<file path="src/rtl/frac_div_ctrl.sv">
// Purpose : fractional clock divider; each output period lasts int or int+1 input cycles, chosen by a fraction accumulator.
// Latency : outputs are registered; a run starts the cycle after enable is sampled, and a config change takes effect at the next period start.
// Backpress: cfg_ready drops while a config is pending, and a request with cfg_int < 2 is dropped with a cfg_err pulse.
// Ports   : clk_in/reset (async, active-low) | enable | cfg_valid/cfg_ready/cfg_int/cfg_frac/cfg_err
//           | clk_out, period_tick, cur_ratio (ratio of the period in progress)
module frac_div_ctrl #(
  parameter int INT_W    = 8,
  parameter int FRAC_W   = 8,
  parameter int DEF_INT  = 4,
  parameter int DEF_FRAC = 0
) (
  input  logic              clk_in,
  input  logic              reset,
  input  logic              enable,
  input  logic              cfg_valid,
  input  logic [INT_W-1:0]  cfg_int,
  input  logic [FRAC_W-1:0] cfg_frac,
  output logic              cfg_ready,
  output logic              cfg_err,
  output logic              clk_out,
  output logic              period_tick,
  output logic [INT_W:0]    cur_ratio
);

  typedef enum logic {IDLE, RUN} state_t;

  state_t              state;
  logic [INT_W:0]      cnt;
  logic [FRAC_W-1:0]   acc;
  logic [INT_W-1:0]    int_r;
  logic [FRAC_W-1:0]   frac_r;
  logic                pend;
  logic [INT_W-1:0]    pend_int;
  logic [FRAC_W-1:0]   pend_frac;

  logic                accept;
  logic                reject;
  logic                start;
  logic                stop;
  logic [INT_W-1:0]    sel_int;
  logic [FRAC_W-1:0]   sel_frac;
  logic [FRAC_W-1:0]   sel_acc;
  logic [FRAC_W:0]     sum;
  logic [INT_W:0]      next_ratio;
  state_t              state_n;
  logic [INT_W:0]      cnt_n;
  logic [INT_W:0]      ratio_n;
  logic                pend_n;

  always_comb begin
    accept   = cfg_valid & cfg_ready & (cfg_int >= INT_W'(2));
    reject   = cfg_valid & cfg_ready & (cfg_int <  INT_W'(2));
    // A period starts out of IDLE, or after a tick while still enabled.
    start    = ((state == IDLE) & enable) | ((state == RUN) & period_tick & enable);
    stop     = (state == RUN) & period_tick & ~enable;

    // New config wins at a period start: a pending one, or one accepted in
    // this very cycle (lets a request in the tick cycle hit the next period).
    sel_int  = pend ? pend_int  : (accept ? cfg_int  : int_r);
    sel_frac = pend ? pend_frac : (accept ? cfg_frac : frac_r);
    sel_acc  = (pend | accept) ? '0 : acc;

    sum        = {1'b0, sel_acc} + {1'b0, sel_frac};
    // One extra bit so int = 2^INT_W-1 plus carry does not wrap.
    next_ratio = {1'b0, sel_int} + {{INT_W{1'b0}}, sum[FRAC_W]};

    state_n = state;
    cnt_n   = cnt;
    ratio_n = cur_ratio;
    if (start) begin
      state_n = RUN;
      cnt_n   = '0;
      ratio_n = next_ratio;
    end else if (stop) begin
      state_n = IDLE;
      cnt_n   = '0;
    end else if (state == RUN) begin
      cnt_n   = cnt + (INT_W+1)'(1);
    end

    if (start || ((state == IDLE) && pend))
      pend_n = 1'b0;
    else if (accept)
      pend_n = 1'b1;
    else
      pend_n = pend;
  end

  always_ff @(posedge clk_in or negedge reset) begin
    if (!reset) begin
      state       <= IDLE;
      cnt         <= '0;
      acc         <= '0;
      int_r       <= INT_W'(DEF_INT);
      frac_r      <= FRAC_W'(DEF_FRAC);
      pend        <= 1'b0;
      pend_int    <= INT_W'(DEF_INT);
      pend_frac   <= FRAC_W'(DEF_FRAC);
      cur_ratio   <= (INT_W+1)'(DEF_INT);
      clk_out     <= 1'b0;
      period_tick <= 1'b0;
      cfg_err     <= 1'b0;
      cfg_ready   <= 1'b0;
    end else begin
      state     <= state_n;
      cnt       <= cnt_n;
      cur_ratio <= ratio_n;
      pend      <= pend_n;
      cfg_ready <= ~pend_n;
      cfg_err   <= reject;

      // Outputs are computed from next-cycle counter/ratio so they come
      // straight off flops and line up with the cnt they describe.
      clk_out     <= (state_n == RUN) && (cnt_n < (ratio_n >> 1));
      period_tick <= (state_n == RUN) && (cnt_n == ratio_n - (INT_W+1)'(1));

      if (start) begin
        int_r  <= sel_int;
        frac_r <= sel_frac;
        acc    <= sum[FRAC_W-1:0];
      end else begin
        // A fresh run always begins from a zero accumulator.
        if (stop)
          acc <= '0;
        if ((state == IDLE) && pend) begin
          int_r  <= pend_int;
          frac_r <= pend_frac;
          acc    <= '0;
        end else if (accept) begin
          pend_int  <= cfg_int;
          pend_frac <= cfg_frac;
        end
      end
    end
  end

endmodule
</file>
<file path="config.mk">
export PLATFORM = sky130hd
export DESIGN_NAME = frac_div_ctrl
export DESIGN_NICKNAME = d
export VERILOG_FILES = /design/src/rtl/frac_div_ctrl.sv
export SDC_FILE = /design/constraint.sdc
export NUM_CORES = 1
export LEC_CHECK = 0
export BUFFER_PORTS_ARGS = -buffer_cell sky130_fd_sc_hd__buf_2
export CAP_MARGIN = 20
export CORE_AREA = 3 3 93 95
export DETAILED_ROUTE_END_ITERATION = 12
export DIE_AREA = 0 0 96 98
export PLACE_DENSITY = 0.69
export RECOVER_POWER = 50
export SKIP_CTS_REPAIR_TIMING = 1
export SYNTH_ARGS = -nofsm -noshare
export SYNTH_HDL_FRONTEND = slang
export SYNTH_SLANG_ARGS = --single-unit
export TNS_END_PERCENT = 10
</file>
<file path="constraint.sdc">
create_clock -name clk_in -period 6.41 [get_ports clk_in]
set_input_delay 0.641 -clock clk_in [delete_from_list [all_inputs] [get_ports clk_in]]
set_output_delay 0.641 -clock clk_in [all_outputs]
set_load 0.005 [all_outputs]
</file>
==> results of run 1 <==
[cell type report]
cell class,count,area [um2]
clock buffer,12,145
fill,691,3250
inverter,27,101
timing repair buffer,39,206
multi-input combinational,316,2310
clock inverter,4,53.8
sequential,64,1610
tap,102,128
[worst max-delay path: stages]
cell	delay (ns)
buf_2	0.14
nor4_4	0.40
and2_1	0.26
nor2_1	0.11
buf_4	0.19
nor2_1	0.31
and2_1	0.18
ha_1	0.16
inv_1	0.06
fa_1	0.39
inv_1	0.07
a21oi_1	0.05
o21bai_1	0.19
a21oi_1	0.09
o21bai_1	0.22
a21o_1	0.15
a21o_1	0.13
ha_1	0.17
ha_1	0.23
inv_1	0.10
nor4_1	0.25
or3_1	0.18
inv_2	0.09
a2111oi_0	0.55
o2bb2ai_1	0.16
o21ai_0	0.32
nor4b_2	0.25
[per-stage QoR]
stage          hold WS [ns]  setup slack [ns]  area (um2)
2_1_floorplan         0.345             0.765        4080
3_3_place_gp          0.462             0.393        4360
3_5_place_dp          0.467             0.241        4360
4_1_cts               0.482             0.612        4560
5_1_grt               0.522             0.118        4550
6_report              0.476             0.635        4550
[state kept, by name, summed over array words and instances (netlist names)]
| name | count |
|---|---|
| acc | 8 |
| pend_frac | 8 |
| clk_out | 1 |
| cfg_err | 1 |
| period_tick | 1 |
| cur_ratio | 9 |
| frac_r | 8 |
| pend_int | 8 |
| cnt | 9 |
| cfg_ready | 1 |
| int_r | 8 |
| state | 1 |
| pend | 1 |
[Yosys cell counts, drive strengths merged, types with 2 or more instances]
master / n / area [um2]
a22oi: 2 / 15.0
nor4b: 2 / 23.8
nand4: 9 / 56.3
nand2b: 4 / 25.0
nor4: 7 / 80.1
o2111ai: 2 / 17.5
a22o: 6 / 52.6
nand3: 7 / 35.0
a2111oi: 4 / 60.1
nand2: 44 / 165
a31o: 2 / 17.5
a211o: 3 / 26.3
mux2: 15 / 169
xnor2: 13 / 114
nor2b: 7 / 43.8
mux2i: 23 / 230
and4: 2 / 17.5
o311ai: 2 / 25.0
a21o: 9 / 67.6
inv: 27 / 101
o21bai: 5 / 37.5
xor2: 9 / 78.8
dfstp: 3 / 78.8
or3: 4 / 30.0
o21a: 3 / 22.5
a311oi: 2 / 17.5
a211oi: 4 / 30.0
dfrtp: 61 / 1530
and2: 12 / 75.1
nor3: 6 / 35.0
a311o: 2 / 20.0
and3: 4 / 25.0
ha: 19 / 238
nor2: 23 / 86.3
clkbuf: 13 / 48.8
a21oi: 14 / 70.1
buf: 2 / 8.75
o21ai: 31 / 155
[layer usage]
layer  vias up  global-route usage (%)  routed length (um)
li1       1599                       -                   -
met1      1570                    30.8                4500
met2        76                    31.0                4190
met3        14                    3.62                 362
met4         0                    8.10                 191
met5         -                       0                   0
[power groups by stage]
stage | sequential, mW | clock (mW) | combinational [mW]
after floorplan | 0.680 | 0 | 0.866
after global placement | 0.716 | 0 | 1.08
after detailed placement | 0.721 | 0 | 1.11
after CTS | 0.716 | 0.361 | 1.11
after global routing | 0.741 | 0.384 | 1.25
final | 0.716 | 0.353 | 1.11
[logic make-up (layout without fill, tap and decap cells)]
| family | after synthesis | after routing | synth area share [%] |
|---|---|---|---|
| muxes | 38 | 38 | 9.79 |
| AOI/OAI and AO/OA | 100 | 100 | 17.6 |
| and+or+nand+nor | 135 | 135 | 18.0 |
| DFF | 64 | 64 | 39.4 |
| adders and majority gates | 21 | 21 | 6.57 |
| xor gates and xnor gates | 22 | 22 | 4.73 |
| buffers and inverters | 42 | 82 | 3.90 |
[final timing paths]
kind | startpoint | slack, ns | cells past startpoint | end
hold / removal | acc[7]$_DFFE_PN0P_ | 0.48 | 2 | acc[7]$_DFFE_PN0P_
min in group asynchronous | reset | 1.54 | 2 | int_r[3]$_DFFE_PN0P_
max in group asynchronous | reset | 2.93 | 2 | period_tick$_DFF_PN0_
hold reg to reg | acc[7]$_DFFE_PN0P_ | 0.48 | 2 | acc[7]$_DFFE_PN0P_
setup reg to reg | cfg_ready$_DFF_PN0_ | 0.98 | 24 | period_tick$_DFF_PN0_
setup / recovery | cfg_int[3] | 0.63 | 27 | period_tick$_DFF_PN0_
==> metrics.cfg, run 1 <==
[outcome]
status=complete, but fails checks
failed_checks=max-capacitance violations, max-slew violations

[global_routing]
grt_overflow_total=0
grt_pass1_vias=3120
antenna_found_initial=0
grt_first_pass_wirelength_um=15500
grt_max_degree=65
grt_util_all_layers_pct=21.1

[cells_and_area]
diodes=0
layout.cells.most_common_list=61 x dfrtp_1, 44 x nand2_1, 30 x o21ai_0, 30 x buf_2, 25 x inv_1
layoutNonFillerInstCount=564
fin_nets=497
fin_util_pct=58.3
area_delta_synth_final_pct=11.7
final_common_cell=dfrtp_1
layout-drive-gt1-share_pct=18.4

[detailed_routing]
viasPerCell=5.78
wl_um=9250
first_pass_iters=5
wl_per_cell_um=16.4
drt_iter0_markers=139
vias=3259
ant_nets=0
remaining_drc_errors=0

[clock_network]
clk_latency_ns=0.35
root_buffer=clkbuf_8
path_clk_slew_ns=0.07
clock_sinks=64
htreeDepth=3
numCtsBuffers=9
cts.path.max_buffers=2
cts_tree=yes

[power]
power.internal_mw=1.26
p_clk_share_pct=16.2
max-vdd-ir-drop_v=0.000326
switching_power_mw=0.920
p_leak_nw=2.05
switching_share_pct=42.2
power_mw=2.18
power.density_mw_per_mm2=479
sequentialPowerShare_pct=32.8
power_frac_comb_pct=51.0

[synth]
synth_flop_cell=dfrtp_1
ys_warn_count=0
ys_seq_area_share_pct=39.4
async_flop_share_pct=100
synth.avg_cell_area_um2=9.66
syn_inst=422
synth_cell_types=64
synth-edff-count=0
syn-num-nets=462
netlist_area_mm2=0.00408
synth.ff_latch_count=64

[sta]
post-route-min-period_ns=5.78
clock_skew_ns=0.00842
worst_pin_slew_ns=3.43
tns_ns=0
maxSlewViolCount=65
final-hold-violation-count=0
rsz0062_at_grt=no
max_freq_mhz=173
maxSlewHeadroom_pct=-128
fin_crit_sh_pct=90.1
setup_viol=0

[floorplan]
fp-row-count=32
die_y_um=98
initial_core_util_pct=52.2
dieArea_mm2=0.00941
coreArea_mm2=0.00781
die_x_um=96
io_pins=33

[setup_path]
path_max_fanout=8
cp-end-kind=register
worstSetupStartpointType=input pin
path_class=input pin to register
critPathArrivalTime_ns=6.03
required_ns=6.66

[run]
drv_cap=1

[min_path]
hold_class=register to register

[placement]
place_hpwl_um=6780
numPortBuffers=32
numPlacedInstances=548
gp_congestion=0.947

(Power assumes the default switching activity.)
==> run 2: changes to the inputs <==
CELL_PAD_IN_SITES_DETAIL_PLACEMENT = 1   (was unset)
CELL_PAD_IN_SITES_GLOBAL_PLACEMENT = 2   (was unset)
CORE_AREA = 3 3 107 109   (was 3 3 93 95)
DIE_AREA = 0 0 110 112   (was 0 0 96 98)
PLACE_DENSITY = unset   (was 0.69)
PLACE_DENSITY_LB_ADDON = 0.1   (was unset)
==> run 2 against run 1 <==
  * The flow still finishes with violations (max-capacitance violations, max-slew violations)
  * Clock power increased by 5%
  * First-iteration DRC count decreased by 0.72%
  * Flip-flop and latch count unchanged
  * Cell count increased by 7.3%
  * Non-clock buffer count increased by 4
  * Design area increased by 1.8%
  * Worst setup slack improved by 0.23 ns
  * Largest power group unchanged
==> metrics.cfg, run 2 (synthesis gave the netlist of run 1 again) <==
[outcome]
status=complete, but fails checks  ; unchanged
failed_checks=max-capacitance violations, max-slew violations  ; unchanged

[power]
power_mw=2.24  ; was 2.18 mW
switching_share_pct=42.7  ; was 42.2%
switching_power_mw=0.956  ; was 0.920 mW
power.internal_mw=1.28  ; was 1.26 mW
power_frac_comb_pct=51.1  ; was 51.0%
sequentialPowerShare_pct=32.3  ; was 32.8%
p_clk_share_pct=16.6  ; was 16.2%
power.density_mw_per_mm2=483  ; was 479 mW/mm2
max-vdd-ir-drop_v=0.000200  ; was 0.000326 V
p_leak_nw=2.08  ; was 2.05 nW

[floorplan]
io_pins=33  ; unchanged
die_x_um=110  ; was 96 um
initial_core_util_pct=38.1  ; was 52.2%
die_y_um=112  ; was 98 um
dieArea_mm2=0.0123  ; was 0.00941 mm2
fp-row-count=38  ; was 32
coreArea_mm2=0.0107  ; was 0.00781 mm2

[setup_path]
r2r_cells=25  ; was 24
crit_family=compound AO/OA/AOI/OAI gates  ; was simple AND/OR/NAND/NOR gates
path_max_fanout=4  ; was 8
crit_start=cfg_int[3]  ; unchanged
ff2ff_setup_slack_ns=0.92  ; was 0.98 ns
cpMaxStageDelayCell=or3_1  ; was a2111oi_0
cp-end-kind=register  ; unchanged
required_ns=6.65  ; was 6.66 ns
path_buf_inv=5  ; was 6
r2r-end=clk_out$_DFF_PN0_  ; was period_tick$_DFF_PN0_
slowest_delay_ns=0.40  ; was 0.55 ns
worstSetupStartpointType=input pin  ; unchanged
critPathArrivalTime_ns=5.79  ; was 6.03 ns
path_class=input pin to register  ; unchanged
worstReg2RegStart=cfg_ready$_DFF_PN0_  ; unchanged

[clock_network]
cts.path.max_buffers=2  ; unchanged
cts_tree=yes  ; unchanged
htreeDepth=3  ; unchanged
numCtsBuffers=9  ; unchanged
path_clk_slew_ns=0.07  ; about the same
clk_latency_ns=0.34  ; was 0.35 ns
clock_sinks=64  ; unchanged
root_buffer=clkbuf_8  ; unchanged

[detailed_routing]
ant_nets=0  ; unchanged
drt_iter0_markers=138  ; was 139
first_pass_iters=6  ; was 5
wl_per_cell_um=18.6  ; was 16.4 um
viasPerCell=5.51  ; was 5.78
vias=3336  ; was 3259
wl_um=11200  ; was 9250 um
remaining_drc_errors=0  ; unchanged

[min_path]
min_path_cells=2  ; unchanged
min-delay-start=acc[6]$_DFFE_PN0P_  ; was acc[7]$_DFFE_PN0P_
hold_class=register to register  ; unchanged
hold_end=acc[6]$_DFFE_PN0P_  ; was acc[7]$_DFFE_PN0P_

[cells_and_area]
nFillCells=1258  ; was 691
area_delta_synth_final_pct=13.7  ; was 11.7%
layout-drive-gt1-share_pct=19.1  ; was 18.4%
fin_nets=501  ; was 497
final_common_cell=dfrtp_1  ; unchanged
layout.cells.most_common_list=61 x dfrtp_1, 44 x nand2_1, 30 x o21ai_0  ; was 61 x dfrtp_1, 44 x nand2_1, 30 x o21ai_0, 30 x buf_2, 25 x inv_1
diodes=0  ; unchanged
reg_top3=cnt: 9 flops, cur_ratio: 9 flops  ; unchanged

[sta]
maxSlewViolCount=65  ; unchanged
max_freq_mhz=180  ; was 173 MHz
worst_pin_slew_ns=3.59  ; was 3.43 ns
rsz0062_at_grt=no  ; unchanged
final-hold-violation-count=0  ; unchanged
tns_ns=0  ; unchanged
fin_crit_sh_pct=86.6  ; was 90.1%
maxSlewHeadroom_pct=-139  ; was -128%
setup_viol=0  ; unchanged
post-route-min-period_ns=5.55  ; was 5.78 ns
clock_skew_ns=0.00577  ; was 0.00842 ns

[global_routing]
grt_max_degree=65  ; unchanged
antenna_found_initial=0  ; unchanged
grt_first_pass_wirelength_um=18600  ; was 15500 um
grt_pass1_vias=3587  ; was 3120
grt_overflow_total=0  ; unchanged
grt_util_all_layers_pct=19.5  ; was 21.1%

[run]
drv_cap=1  ; unchanged

[placement]
place_hpwl_um=8210  ; was 6780 um
numPortBuffers=32  ; unchanged
gp_congestion=0.791  ; was 0.947

-- run 2: cell types whose count changed in the layout (fill, tap and decap cells not counted), moves of 2 or more --
| cell | change |
|---|---|
| clkinv_2 | +2 |
| clkinvlp_4 | -2 |
| buf_4 | +3 |
| clkbuf_8 | +2 |
-- run 2: layer usage --
metal | vias to the layer above | GRT usage (%) | part of all wire, %
met5 | - | 0 | 0
met1 | 1666 | 26.3 | 49
li1 | 1606 | - | -
met3 | 14 | 3.65 | 2.3
met4 | 0 | 4.74 | 1.2
met2 | 50 | 32.0 | 47
-- run 2: layout make-up --
| cell class | instances | area, um2 | share of cell area [%] |
|---|---|---|---|
| tap | 140 | 175 | 3.78 |
| clock inverter | 3 | 40.0 | 0.864 |
| inverter | 27 | 101 | 2.19 |
| timing repair buffer | 43 | 233 | 5.02 |
| multi-input combinational | 316 | 2310 | 49.9 |
| clock buffer | 12 | 165 | 3.56 |
| sequential | 64 | 1610 | 34.6 |
-- run 2: power groups by stage --
stage          logic [mW]  registers [mW]  clock network [mW]
2_1_floorplan       0.866           0.680                   0
3_3_place_gp         1.13           0.722                   0
3_5_place_dp         1.15           0.727                   0
4_1_cts              1.16           0.722               0.382
5_1_grt              1.30           0.749               0.403
6_report             1.14           0.723               0.371
-- run 2: through the flow --
step / cell area [um2] / hold WS (ns) / worst slack (ns) / cells / util, %
floorplan: 4080 / 0.345 / 0.765 / 422 / -
finish: 4630 / 0.477 / 0.860 / 605 / 43.3
global placement: 4430 / 0.458 / 0.660 / 589 / 41.4
global route: 4630 / 0.527 / 0.438 / 605 / 43.3
CTS: 4640 / 0.483 / 0.879 / 604 / 43.3
detailed placement: 4430 / 0.466 / 0.518 / 589 / 41.4
-- run 2: how the worst max path moves through the flow --
stage                              to  slack [ns]  depth (start not counted)
floorplan           clk_out$_DFF_PN0_        0.77                         27
global placement    clk_out$_DFF_PN0_        0.66                         27
detailed placement  clk_out$_DFF_PN0_        0.52                         27
CTS                 clk_out$_DFF_PN0_        0.88                         27
global route        clk_out$_DFF_PN0_        0.44                         27
finish              clk_out$_DFF_PN0_        0.86                         27
-- run 2: worst min-delay path: stages, from the launching register on --
cell,delay [ns]
dfrtp_1,0.34
nand2_1,0.04
o21ai_0,0.06
==> run 3: changes to the inputs <==
CORE_AREA = 2 2 106 108   (was 3 3 107 109)
DIE_AREA = 0 0 108 110   (was 0 0 110 112)
==> run 3 against run 2 <==
  * The flow still finishes with violations (max-capacitance violations, max-slew violations)
  * Sequential power shrank 1%
  * Routed wire length decreased by 1.3%
  * Total power is 0.62% lower
  * Register-to-register slack lost 0.06 ns
  * Worst hold slack lost 0.00077 ns
  * Die area is 3.6% lower
  * Non-clock buffer count shrank 1
  * Critical path depth rose by 1
  * Via count is 1.1% lower
  * Combinational power hardly changed
  * Flip-flop and latch count unchanged
  * Fmax fell by 0.84%
==> metrics.cfg, run 3 (synthesis gave the netlist of run 1 again) <==
[cells_and_area]
area_delta_synth_final_pct=13.4  ; was 13.7%
reg_top3=cnt: 9 flops, cur_ratio: 9 flops  ; unchanged
layout-drive-gt1-share_pct=18.9  ; was 19.1%
fin_nets=500  ; was 501
stdcell_area_mm2=0.00462  ; was 0.00463 mm2
layout.cells.most_common_list=61 x dfrtp_1, 44 x nand2_1, 30 x o21ai_0, 30 x buf_2, 25 x inv_1  ; was 61 x dfrtp_1, 44 x nand2_1, 30 x o21ai_0
final_common_cell=dfrtp_1  ; unchanged
diodes=0  ; unchanged

[global_routing]
gr-usage-met3_pct=2.70  ; was 3.65%
use_met1_pct=28.0  ; was 26.3%
grt_overflow_total=0  ; unchanged
antenna_found_initial=0  ; unchanged
grt_max_degree=65  ; unchanged
busiest_layer=met2  ; unchanged
grt_util_all_layers_pct=20.4  ; was 19.5%
grt_util_met2_pct=33.3  ; was 32.0%
grt_pass1_vias=3558  ; was 3587
grt_first_pass_wirelength_um=18600  ; about the same

[sta]
rsz0062_at_grt=no  ; unchanged
maxSlewHeadroom_pct=-143  ; was -139%
final-hold-violation-count=0  ; unchanged
post-route-min-period_ns=5.60  ; was 5.55 ns
fin_crit_sh_pct=87.3  ; was 86.6%
setup_viol=0  ; unchanged
max_freq_mhz=179  ; was 180 MHz
tns_ns=0  ; unchanged
worst_pin_slew_ns=3.65  ; was 3.59 ns
clock_skew_ns=0.00872  ; was 0.00577 ns
maxSlewViolCount=65  ; unchanged

[clock_network]
root_buffer=clkbuf_8  ; unchanged
cts.path.max_buffers=2  ; unchanged
clock_sinks=64  ; unchanged
path_clk_slew_ns=0.07  ; about the same
cts_tree=yes  ; unchanged
htreeDepth=3  ; unchanged
numCtsBuffers=9  ; unchanged
clk_latency_ns=0.35  ; was 0.34 ns

[detailed_routing]
viasPerCell=5.45  ; was 5.51
wl_per_cell_um=18.3  ; was 18.6 um
remaining_drc_errors=0  ; unchanged
vias=3298  ; was 3336
first_pass_iters=4  ; was 6
wl_um=11100  ; was 11200 um
ant_nets=0  ; unchanged
drt_iter0_markers=131  ; was 138

[setup_path]
path_class=input pin to register  ; unchanged
worstSetupStartpointType=input pin  ; unchanged
required_ns=6.65  ; about the same
cp-end-kind=register  ; unchanged
path_max_fanout=11  ; was 4
critPathArrivalTime_ns=5.83  ; was 5.79 ns

[floorplan]
io_pins=33  ; unchanged
fp-row-count=38  ; unchanged
die_y_um=110  ; was 112 um
die_x_um=108  ; was 110 um
coreArea_mm2=0.0107  ; unchanged
initial_core_util_pct=38.1  ; unchanged
dieArea_mm2=0.0119  ; was 0.0123 mm2

[power]
power.density_mw_per_mm2=481  ; was 483 mW/mm2
max-vdd-ir-drop_v=0.000209  ; was 0.000200 V
p_leak_nw=2.07  ; was 2.08 nW

[outcome]
failed_checks=max-capacitance violations, max-slew violations  ; unchanged
status=complete, but fails checks  ; unchanged

[placement]
place_hpwl_um=8170  ; was 8210 um
postPlaceCellArea_mm2=0.00443  ; unchanged
numPortBuffers=32  ; unchanged
gp_congestion=0.770  ; was 0.791

[min_path]
hold_class=register to register  ; unchanged

[run]
drv_cap=1  ; unchanged

==> run 3: final timing paths <==
path | startpoint | end | slack, ns | cells after the start
worst max register to register | cfg_ready$_DFF_PN0_ | period_tick$_DFF_PN0_ | 0.86 | 24
worst min register to register | acc[5]$_DFFE_PN0P_ | acc[5]$_DFFE_PN0P_ | 0.48 | 2
max in group asynchronous | reset | frac_r[7]$_DFFE_PN0P_ | 2.72 | 2
min in group asynchronous | reset | pend_frac[4]$_DFFE_PN0P_ | 1.64 | 2
worst min-delay path | acc[5]$_DFFE_PN0P_ | acc[5]$_DFFE_PN0P_ | 0.48 | 2
worst max-delay path | cfg_int[3] | clk_out$_DFF_PN0_ | 0.81 | 28
==> run 3: per-layer routing <==
metal,up-vias,share of wire (%)
met5,-,0
met4,0,1.3
met3,10,3.1
met2,51,46
met1,1641,49
li1,1596,-
==> run 3: critical path: stages <==
cell and delay (ns):
buf_2 0.14, nor4_4 0.28, and2_0 0.26, nor2_1 0.11
buf_4 0.22, nor2_1 0.13, and2_1 0.14, ha_1 0.16
inv_1 0.06, fa_1 0.41, inv_1 0.07, a21oi_1 0.06
o21bai_1 0.20, a21oi_1 0.11, o21bai_1 0.20, a21o_1 0.17
a21o_1 0.14, ha_1 0.17, ha_1 0.24, inv_1 0.10
o311a_1 0.35, or3_1 0.40, ha_1 0.29, inv_1 0.04
o21bai_1 0.15, a21oi_1 0.09, maj3_1 0.35, o21a_1 0.17
==> run 3: per-stage QoR <==
step	hold WS, ns	cells	setup WS, ns	util [%]	power [mW]
2_1_floorplan	0.345	422	0.765	-	1.55
3_5_place_dp	0.466	589	0.446	41.4	1.88
5_1_grt	0.520	605	0.327	43.2	2.44
6_report	0.477	605	0.813	43.2	2.23
3_3_place_gp	0.453	589	0.660	41.4	1.84
4_1_cts	0.483	605	0.812	43.3	2.26
==> run 3: final cells by class <==
type	count	area (um2)
sequential	64	1610
clock buffer	13	159
multi-input combinational	316	2310
clock inverter	3	40.0
timing repair buffer	42	229
tap	140	175
inverter	27	101
fill	1271	6070
==> run 3: report_power, final <==
part           total, mW  internal (mW)  switching (mW)
registers          0.715          0.585           0.131
clock network      0.367          0.200           0.167
logic               1.14          0.487           0.656
